## config.mk

```make
export PLATFORM = sky130hd
export DESIGN_NAME = seq_divider
export DESIGN_NICKNAME = d
export VERILOG_FILES = /design/src/rtl/arith_pkg.sv /design/src/rtl/div_step.sv /design/src/rtl/seq_divider.sv
export SDC_FILE = /design/constraint.sdc
export NUM_CORES = 1
export LEC_CHECK = 0
export BUFFER_PORTS_ARGS = -buffer_cell sky130_fd_sc_hd__buf_2
export CAP_MARGIN = 20
export CELL_PAD_IN_SITES_DETAIL_PLACEMENT = 0
export CELL_PAD_IN_SITES_GLOBAL_PLACEMENT = 1
export CORE_MARGIN = 4
export CORE_UTILIZATION = 45
export DETAILED_ROUTE_END_ITERATION = 10
export GPL_ROUTABILITY_DRIVEN = 1
export PLACE_DENSITY_LB_ADDON = 0.08
export SYNTH_ARGS = -nofsm -noshare
export SYNTH_HDL_FRONTEND = slang
export SYNTH_SLANG_ARGS = --single-unit
```

## constraint.sdc

```tcl
create_clock -name clk -period 5.1 [get_ports clk]
set_clock_uncertainty 0.1 [all_clocks]
set_input_delay 1.02 -clock clk [delete_from_list [all_inputs] [get_ports clk]]
set_output_delay 1.02 -clock clk [all_outputs]
set_load 0.005 [all_outputs]
```

## src/rtl/arith_pkg.sv

```systemverilog
// Shared arithmetic datapath package: FSM state encoding for the sequential
// divider, the default operand width (shared with the array multiplier), and
// the quotient value reported on a divide by zero.
package arith_pkg;

    // Default operand width for the multiplier/divider pair.
    localparam int ARITH_W = 4;

    // Divide-by-zero quotient is all ones; consumers slice [W-1:0].
    localparam logic [63:0] DIV0_QUOT = '1;

    typedef enum logic [1:0] {
        S_IDLE = 2'd0,
        S_CALC = 2'd1,
        S_DONE = 2'd2
    } div_state_e;

endpackage

```

## src/rtl/div_step.sv

```systemverilog
// One restoring-division step (combinational).
// Ports:
//   r      : partial remainder, W+1 bits (top bit is always 0 between steps)
//   q      : working dividend/quotient shift register, W bits
//   d      : divisor, W bits
//   r_next : partial remainder after shift, trial subtract and restore
//   q_next : q shifted left with the new quotient bit in bit 0
module div_step #(
    parameter int W = 4
) (
    input  logic [W:0]   r,
    input  logic [W-1:0] q,
    input  logic [W-1:0] d,
    output logic [W:0]   r_next,
    output logic [W-1:0] q_next
);

    logic [W+1:0] shifted;
    logic [W+1:0] trial;
    logic         borrow;

    // Shift {R,Q} left by one. The full R is carried so the subtract stays
    // exact; since R < D between steps the extra top bit is always zero.
    assign shifted = {r, q[W-1]};
    assign trial   = shifted - {2'b00, d};
    assign borrow  = trial[W+1];

    assign r_next = borrow ? shifted[W:0] : trial[W:0];
    assign q_next = {q[W-2:0], ~borrow};

endmodule

```

## src/rtl/seq_divider.sv

```systemverilog
// Multi-cycle unsigned restoring divider, one quotient bit per clock.
// Ports:
//   clk, rst          : clock, synchronous active-high reset
//   start             : request pulse, sampled only while idle
//   dividend, divisor : W-bit unsigned operands, captured on accepted start
//   busy              : high while an operation is in CALC or DONE
//   done              : one-cycle pulse when results are valid
//   quotient          : W-bit quotient, held until the next result
//   remainder         : W-bit remainder, held until the next result
//   div_by_zero       : set with done when the divisor was zero
module seq_divider
    import arith_pkg::*;
#(
    parameter  int W  = ARITH_W,
    localparam int CW = $clog2(W + 1)
) (
    input  logic         clk,
    input  logic         rst,
    input  logic         start,
    input  logic [W-1:0] dividend,
    input  logic [W-1:0] divisor,
    output logic         busy,
    output logic         done,
    output logic [W-1:0] quotient,
    output logic [W-1:0] remainder,
    output logic         div_by_zero
);

    div_state_e   state, state_nxt;
    logic [W:0]   r_q, r_nx;
    logic [W-1:0] q_q, q_nx;
    logic [W-1:0] d_q;
    logic [CW-1:0] cnt;
    logic         last_step;

    assign last_step = (cnt == CW'(1));

    div_step #(.W(W)) u_step (
        .r      (r_q),
        .q      (q_q),
        .d      (d_q),
        .r_next (r_nx),
        .q_next (q_nx)
    );

    // State register
    always_ff @(posedge clk) begin
        if (rst) state <= S_IDLE;
        else     state <= state_nxt;
    end

    // Next-state logic
    always_comb begin
        state_nxt = state;
        case (state)
            S_IDLE: if (start) state_nxt = (divisor == '0) ? S_DONE : S_CALC;
            S_CALC: if (last_step) state_nxt = S_DONE;
            S_DONE: state_nxt = S_IDLE;
            default: state_nxt = S_IDLE;
        endcase
    end

    // Outputs decoded from state
    always_comb begin
        busy = (state != S_IDLE);
        done = (state == S_DONE);
    end

    // Datapath, counter and result registers
    always_ff @(posedge clk) begin
        if (rst) begin
            r_q         <= '0;
            q_q         <= '0;
            d_q         <= '0;
            cnt         <= '0;
            quotient    <= '0;
            remainder   <= '0;
            div_by_zero <= 1'b0;
        end else begin
            case (state)
                S_IDLE: begin
                    if (start) begin
                        if (divisor == '0) begin
                            // Skip CALC entirely; results go straight out.
                            quotient    <= DIV0_QUOT[W-1:0];
                            remainder   <= dividend;
                            div_by_zero <= 1'b1;
                        end else begin
                            q_q         <= dividend;
                            r_q         <= '0;
                            d_q         <= divisor;
                            cnt         <= CW'(W);
                            div_by_zero <= 1'b0;
                        end
                    end
                end
                S_CALC: begin
                    r_q <= r_nx;
                    q_q <= q_nx;
                    cnt <= cnt - CW'(1);
                    if (last_step) begin
                        quotient  <= q_nx;
                        remainder <= r_nx[W-1:0];
                    end
                end
                default: ;
            endcase
        end
    end

endmodule

```

==> run metrics, run 1 <==
average wire per standard cell 13.7 um; CP endpoint kind primary output; Seq cells post-synth 27; RR Startpoint state[0]; DPL Wire Length 2.31 mm; NumNets Final 198; CP Data Arrival Time 1.15 ns; setup tns final 0 ns; final worst-path cycle share 44.5%; Post-Route WL 3.06 mm; CP Launch Type flop; PD cells 298 mW/mm^2; PortBufs 21; DR iter-0 viols 79; Std-Cell Rows 20; clk buf depth 2; count leader, synth nor2_1; Area growth, synth to finish 10.8%; largest net degree at the start of global routing 28; peak fanout along the critical path 6; warnings from Yosys 0; initial antenna violation count 0; RSZ-0062 raised after global routing false; Mapped Cells 161; post-synthesis async set-or-reset flop share 0%; leakage power 0.647 nW; post-synth net total 179; GPL Wtd Cong 0.773; final setup margin 2.83 ns; Overall Global Routing Usage 16.1%; Via density 5.28; Max-Slew Margin vs Limit 37.8%; final hold vios 0; CP Data Required Time 3.98 ns; Hold Path Class reg2reg; Post-DRT Antenna Nets 0; die area 0.00412 mm^2; final setup vio count 0; die height 64.2 um; I/O pin total 22; Starting Density 46.9%; H-tree Lvls 1; Die Wd 64.2 um; DRC 0; list of most frequent post-synthesis cells nor2_1, dfxtp_1, a21oi_1, inv_1, mux2i_1; synthesized area 0.00142 mm^2; CTS buffer count 3; hold path start div_by_zero; max-slew violation count 0; Max Cap Viol 0; fin cells 223; status complete, no violations; first-pass GRT wire length 5.24 mm; Power Total 0.469 mW; total gr overflow 0; Yosys top cell area share 38.1%; Place WS 2.52 ns; Antenna diodes 0; CTS tree done; vias after detailed routing 1,178; Inst Count DP 219; 1st-pass router iterations 4; Post-CTS Setup Inserts 0; Num Clock Sinks 27; Synth area leaders dfxtp_1, nor2_1, mux2i_1, ha_1, a311oi_1; proportion of layout cells with a drive suffix above 1 19.6%; CP Class reg2out; clock root cell clkbuf_4; area leader, netlist dfxtp_1; Seq/Total Area, Yosys 38.1%; Post-CTS Hold Buffers 0; clock latency on the worst-skew pair 0.34 ns; syn avg cell area 8.82 um^2; core box area 0.00303 mm^2; Post-synth EDFFs 0; ys flop type dfxtp_1; CTS resizes 0; Distinct cells, synth 42; peak supply drop 0.142 mV; fmax 0.441 GHz; Least-Margin Pin Slew 0.932 ns; Reg clk slew, reported paths 0.14 ns; vias in the first global route 1,137; Critical Path Source state[0]; Tmin final 2.27 ns
-- power by group --
group	internal, mW	switching [mW]
registers	0.228	0.0131
logic	0.0567	0.0741
clock network	0.0301	0.0676
total	0.315	0.155
-- registers in the layout, summed over array words and instances, names as in the netlist --
| register | count |
|---|---|
| q_q | 4 |
| cnt | 3 |
| r_q | 5 |
| state | 2 |
| d_q | 4 |
| quotient | 4 |
| remainder | 4 |
| div_by_zero | 1 |
-- logic make-up after synthesis --
kind of cell | after synthesis | share of synthesized area (%)
buffers and inverters | 15 | 4.67
AOI/OAI and AO/OA | 38 | 21.1
adders and majority gates | 7 | 6.70
DFF | 27 | 38.1
muxes | 8 | 5.64
and+or+nand+nor | 64 | 22.6
xor gates and xnor gates | 2 | 1.23
-- metrics by stage --
stage	util, %	instance area [um^2]	hold slack [ns]
after global routing	52.0	1570	0.431
after global placement	51.0	1540	0.380
after CTS	52.0	1570	0.403
after detailed placement	51.0	1540	0.380
final	52.0	1570	0.403
after floorplan	-	1420	0.360
-- worst max-delay path: stages, from the launching register on --
cell     delay (ns)
dfxtp_1        0.39
or2_2          0.30
buf_2          0.13
-- layer usage --
| layer | vias to the layer above | routed length, um | GRT usage, % |
|---|---|---|---|
| met5 | - | 0 | 0 |
| met3 | 4 | 110 | 2.81 |
| met4 | 0 | 30 | 4.75 |
| met2 | 25 | 1430 | 26.7 |
| met1 | 543 | 1490 | 21.2 |
| li1 | 606 | - | - |
-- final timing paths --
path,slack [ns],depth (start not counted),endpoint
max,2.83,2,busy
min,0.40,2,div_by_zero
max reg2reg,2.99,4,remainder[2]
min reg2reg,0.40,2,div_by_zero
-- cells in the final DEF, fill, tap and decap left out, types with 2 or more instances in the layout --
| cell type | instances |
|---|---|
| nand2b_1 | 3 |
| nor2b_1 | 4 |
| mux2i_1 | 8 |
| nand2_1 | 5 |
| nand3_1 | 5 |
| xor2_1 | 2 |
| a21oi_1 | 8 |
| nor2_1 | 34 |
| clkbuf_4 | 3 |
| ha_1 | 6 |
| buf_2 | 21 |
| a21o_1 | 3 |
| dfxtp_1 | 27 |
| inv_1 | 8 |
| a311oi_1 | 7 |
| nor3_1 | 4 |
| a211oi_1 | 7 |
-- layout make-up --
type / count / area [um^2]
Clock buffer: 3 / 22.5
Clock inverter: 1 / 7.51
Fill cell: 298 / 1450
Inverter: 8 / 30.0
Multi-Input combinational cell: 119 / 813
Sequential cell: 27 / 541
Tap cell: 44 / 55.1
Timing Repair Buffer: 21 / 105
Note: power is estimated with default switching activity, not from simulation.
==> run 2, diff against run 1 <==
--- a/config.mk
+++ b/config.mk
@@ -10,7 +10,7 @@
 export CELL_PAD_IN_SITES_DETAIL_PLACEMENT = 0
 export CELL_PAD_IN_SITES_GLOBAL_PLACEMENT = 1
 export CORE_MARGIN = 4
-export CORE_UTILIZATION = 45
+export CORE_UTILIZATION = 42
 export DETAILED_ROUTE_END_ITERATION = 10
 export GPL_ROUTABILITY_DRIVEN = 1
 export PLACE_DENSITY_LB_ADDON = 0.08
==> constraint.sdc (replaced) <==
create_clock -name clk -period 2.3 [get_ports clk]
set_clock_uncertainty 0.1 [all_clocks]
set_input_delay 0.46 -clock clk [delete_from_list [all_inputs] [get_ports clk]]
set_output_delay 0.46 -clock clk [all_outputs]
set_load 0.005 [all_outputs]
==> run metrics, run 2 (synthesized netlist as in run 1, its figures left out) <==
CP Launch Type flop; Worst path max stage delay 0.36 ns (-0.03 ns); register area 541 um^2 (unchanged); Hold Path Class in2reg; most frequent cells in the layout nor2_1, dfxtp_1, buf_2; clock root cell clkbuf_4; NumNets Final 201 (+1.5%); initial antenna violation count 0 (unchanged); Max Cap Viol 0 (unchanged); Top reg by flops r_q; fmax 0.495 GHz; leading cell type in the layout, fill and taps excluded nor2_1; critical path's top delay family compound AO/OA/AOI/OAI gates; DR iter-0 viols 70 (-11%); 1st-pass router iterations 4 (unchanged); CP Data Required Time 2.46 ns (-1.52 ns); CP Class reg2reg; PortBufs 21 (unchanged); max-slew violation count 0 (unchanged); peak supply drop 0.411 mV (+190%); GPL Wtd Cong 0.785 (+1.5%); Max-Slew Margin vs Limit 44.8% (+7.0 points); DR WL met3 102 um (-7.3%); PD cells 656 mW/mm^2 (+120%); Die Wd 66.2 um (+3.1%); Reg clk slew, reported paths 0.15 ns (about the same); CP Data Arrival Time 2.18 ns (+1.03 ns); I/O pin total 22 (unchanged); peak fanout along the critical path 3 (-3); final hold vios 0 (unchanged); die area 0.00438 mm^2 (+6.2%); clock latency on the worst-skew pair 0.33 ns (about the same); Least-Margin Pin Slew 0.823 ns (-0.109 ns); Place WS 0.286 ns (-2.23 ns); Tmin final 2.02 ns; max reg flops 5 (unchanged); proportion of layout cells with a drive suffix above 1 20.3% (+0.78 points); Top Metal Used met4; final worst-path cycle share 87.8%; CP Cell Sequence inv_1 -> ha_1 -> nor2b_1 -> o2111ai_1 -> o2111a_1 -> nand2_1 -> a311oi_1; setup tns final 0 ns (unchanged); first-pass GRT wire length 5.45 mm (+4.1%); average wire per standard cell 14.4 um (+4.7%); Std-Cell Rows 20 (unchanged); Post-DRT Antenna Nets 0 (unchanged); Post-Route WL 3.25 mm (+6.1%); filler instances 317 (+6.4%); CTS tree done; post-route cell area 0.00159 mm^2 (+1.2%); vias after detailed routing 1,229 (+4.3%); leakage power 0.664 nW (+2.6%); Area growth, synth to finish 12.2%; Starting Density 45.0% (-1.9 points); Num Clock Sinks 27 (unchanged); CTS resizes 0 (unchanged); Antenna diodes 0 (unchanged); clk buf depth 2 (unchanged); Power Total 1.05 mW (+120%); final setup margin 0.280 ns (-2.55 ns); largest net degree at the start of global routing 28 (unchanged); WP buf/inv 1 (unchanged); multi-input logic area 813 um^2 (unchanged); vias in the first global route 1,200 (+5.5%); Post-CTS Hold Buffers 0 (unchanged); Via density 5.44 (+2.9%); final setup vio count 0 (unchanged); DPL Wire Length 2.43 mm (+5.4%); WL met1 1.38 mm (-7.4%); WHS 0.310 ns (-0.0927 ns); CTS buffer count 3 (unchanged); status complete, no violations; met2 wire len 1.73 mm (+21%); H-tree Lvls 1 (unchanged); core box area 0.00315 mm^2 (+4.1%); total gr overflow 0 (unchanged); CP endpoint kind flop; RSZ-0062 raised after global routing false; Overall Global Routing Usage 16.3% (+0.26 points); Placement Cell Area 0.00157 mm^2 (+1.5%); Post-CTS Setup Inserts 0 (unchanged); die height 66.2 um (+3.1%); slowest cell on the critical path dfxtp_1; DRC 0 (unchanged)
## run 2: cell types whose count changed in the layout (fill, tap and decap cells not counted), sizes merged
cell / delta
buf: +3
clkinvlp: -1
clkbuf: +1
## run 2: path summary, 6_finish.rpt
check	startpoint	to	slack (ns)	cells past startpoint
worst min register to register	quotient[1]	quotient[1]	0.40	2
worst max-delay path	d_q[1]	remainder[2]	0.28	7
worst min-delay path	divisor[3]	d_q[3]	0.31	3
worst max register to register	d_q[1]	remainder[2]	0.28	7
## run 2: tightest hold or removal path, cell delays in order
cell     delay (ns)
buf_2          0.11
mux2i_1        0.07
nor2_1         0.07
## run 2: report_power, final
part | internal, mW | switching (mW)
Combinational | 0.130 | 0.166
Sequential | 0.505 | 0.0306
Clock | 0.0681 | 0.144
## run 2: final cells by class
type | instances | area share [%]
repair buffers | 24 | 8.01
inverters | 8 | 1.89
multi-input cells | 119 | 51.1
well taps | 44 | 3.46
flip-flops and latches | 27 | 33.9
clock buffers | 4 | 1.65
## run 2: metal layers
layer	vias up	global-route usage, %
met4	0	3.81
met1	585	18.0
met5	-	0
li1	616	-
met3	5	3.57
met2	23	31.2
## run 2: metrics by stage
stage	util, %	std cells
2_1_floorplan	-	161
3_3_place_gp	49.7	222
3_5_place_dp	49.7	222
4_1_cts	50.5	226
5_1_grt	50.5	226
6_report	50.5	226
==> run 3, diff against run 2 <==
==> constraint.sdc (replaced) <==
create_clock -name clk -period 2.3 [get_ports clk]
set_clock_uncertainty 0.1 [all_clocks]
set_input_delay 0.23 -clock clk [delete_from_list [all_inputs] [get_ports clk]]
set_output_delay 0.23 -clock clk [all_outputs]
set_load 0.005 [all_outputs]
==> run metrics, run 3 (synthesized netlist as in run 1, its figures left out) <==
first-pass GRT wire length 5.26 mm (-3.4%); DRC 0 (unchanged); NumNets Final 200 (-0.50%); clock root cell clkbuf_4; PortBufs 21 (unchanged); Pint 0.702 mW (-0.30%); average wire per standard cell 13.7 um (-4.7%); CP Data Arrival Time 2.19 ns (about the same); initial antenna violation count 0 (unchanged); fin cells 225 (-0.44%); peak fanout along the critical path 3 (unchanged); 1st-pass router iterations 4 (unchanged); CP endpoint kind flop; Tmin final 2.04 ns (+0.0240 ns); Top reg by flops r_q; CTS buffer count 3 (unchanged); Critical Path Source d_q[1]; core box area 0.00315 mm^2 (unchanged); status complete, no violations; final setup margin 0.256 ns (-0.0240 ns); Comb power frac 28.3% (about the same); CTS tree done; Overall Global Routing Usage 15.5% (-0.80 points); DR iter-0 viols 83 (+19%); final hold vios 0 (unchanged); CP Class reg2reg; RSZ-0062 raised after global routing false; Max Cap Viol 0 (unchanged); RR Startpoint d_q[1]; Post-Route WL 3.08 mm (-5.1%); I/O pin total 22 (unchanged); Reg clk slew, reported paths 0.16 ns (about the same); vias after detailed routing 1,193 (-2.9%); proportion of layout cells with a drive suffix above 1 20.4% (+0.11 points); GPL Wtd Cong 0.818 (+4.2%); hold path start divisor[2]; most frequent cells in the layout nor2_1, dfxtp_1, buf_2; PD cells 655 mW/mm^2 (-0.13%); die area 0.00438 mm^2 (unchanged); max reg flops 5 (unchanged); Num Clock Sinks 27 (unchanged); peak supply drop 0.278 mV (-32%); Least-Margin Pin Slew 0.776 ns (-0.0467 ns); leakage power 0.657 nW (-0.95%); CTS resizes 0 (unchanged); largest net degree at the start of global routing 28 (unchanged); Starting Density 45.0% (unchanged); Antenna diodes 0 (unchanged); Area growth, synth to finish 11.9%; clk buf depth 2 (unchanged); vias in the first global route 1,162 (-3.2%); Std-Cell Rows 20 (unchanged); Post-CTS Setup Inserts 0 (unchanged); max-slew violation count 0 (unchanged); final setup vio count 0 (unchanged); Post-DRT Antenna Nets 0 (unchanged); leading cell type in the layout, fill and taps excluded nor2_1; Via density 5.30 (-2.5%); Place WS 0.286 ns (+0.000396 ns); Inst Count DP 221 (-0.45%); CP Data Required Time 2.45 ns (about the same); Switching Power 0.340 mW (-0.49%); fmax 0.489 GHz (-1.2%); Seq pwr share 51.4% (about the same); Die Wd 66.2 um (unchanged); die height 66.2 um (unchanged); Power Total 1.04 mW (-0.36%); H-tree Lvls 1 (unchanged); Max-Slew Margin vs Limit 47.9% (+3.1 points); total gr overflow 0 (unchanged); net switching fraction of the power 32.6% (-0.041 points); clock latency on the worst-skew pair 0.32 ns (about the same); DPL Wire Length 2.39 mm (-1.7%); filler instances 330 (+4.1%); Hold Path Class in2reg; Post-CTS Hold Buffers 0 (unchanged); setup tns final 0 ns (unchanged); final worst-path cycle share 88.9% (+1.0 points); CP Launch Type flop; Clock power frac 20.3% (about the same)
run 3: cell count changes in the layout (fill, tap and decap cells not counted):
cell	previous run	this run
buf_4	3	2
clkinvlp_4	0	1
clkbuf_1	1	0
run 3: power by group through the flow:
stage	sequential (mW)	clock, mW	combinational, mW
5_1_grt	0.543	0.240	0.331
4_1_cts	0.536	0.222	0.296
2_1_floorplan	0.539	0	0.227
6_report	0.535	0.212	0.294
3_5_place_dp	0.546	0	0.294
3_3_place_gp	0.544	0	0.293
run 3: routing by layer:
layer	part of all wire, %	routed length [um]	up-vias	track usage (%)
met5	0	0	-	0
met4	0.49	15	0	2.28
met3	2.1	66	2	2.72
met2	51	1570	13	28.5
met1	46	1430	567	19.1
li1	-	-	611	-
run 3: metrics by stage:
stage	hold slack (ns)	area, um^2	utilization [%]
after floorplan	0.277	1420	-
after global placement	0.376	1560	49.4
after detailed placement	0.383	1560	49.4
after CTS	0.0734	1590	50.4
after global routing	0.0950	1590	50.4
final	0.0807	1590	50.4
run 3: path summary, 6_finish.rpt:
path / endpoint / slack [ns] / cells past startpoint
setup / recovery: r_q[2] / 0.26 / 7
hold / removal: d_q[2] / 0.08 / 3
setup reg to reg: r_q[2] / 0.26 / 7
hold reg to reg: div_by_zero / 0.40 / 2
run 3: layout make-up:
cell class                      count  area (um^2)  area share (%)
Inverter                            8         30.0            1.89
Clock inverter                      1         7.51           0.472
Tap cell                           44         55.1            3.46
Clock buffer                        3         22.5            1.42
Multi-Input combinational cell    119          813            51.2
Sequential cell                    27          541            34.0
Timing Repair Buffer               23          120            7.56
run 3: worst max-delay path: stages (launching register included):
cell and delay [ns]:
dfxtp_1 0.37, inv_1 0.07, ha_1 0.28, nor2b_1 0.13, o2111ai_1 0.34, o2111a_1 0.29, nand2_1 0.10, a311oi_1 0.28
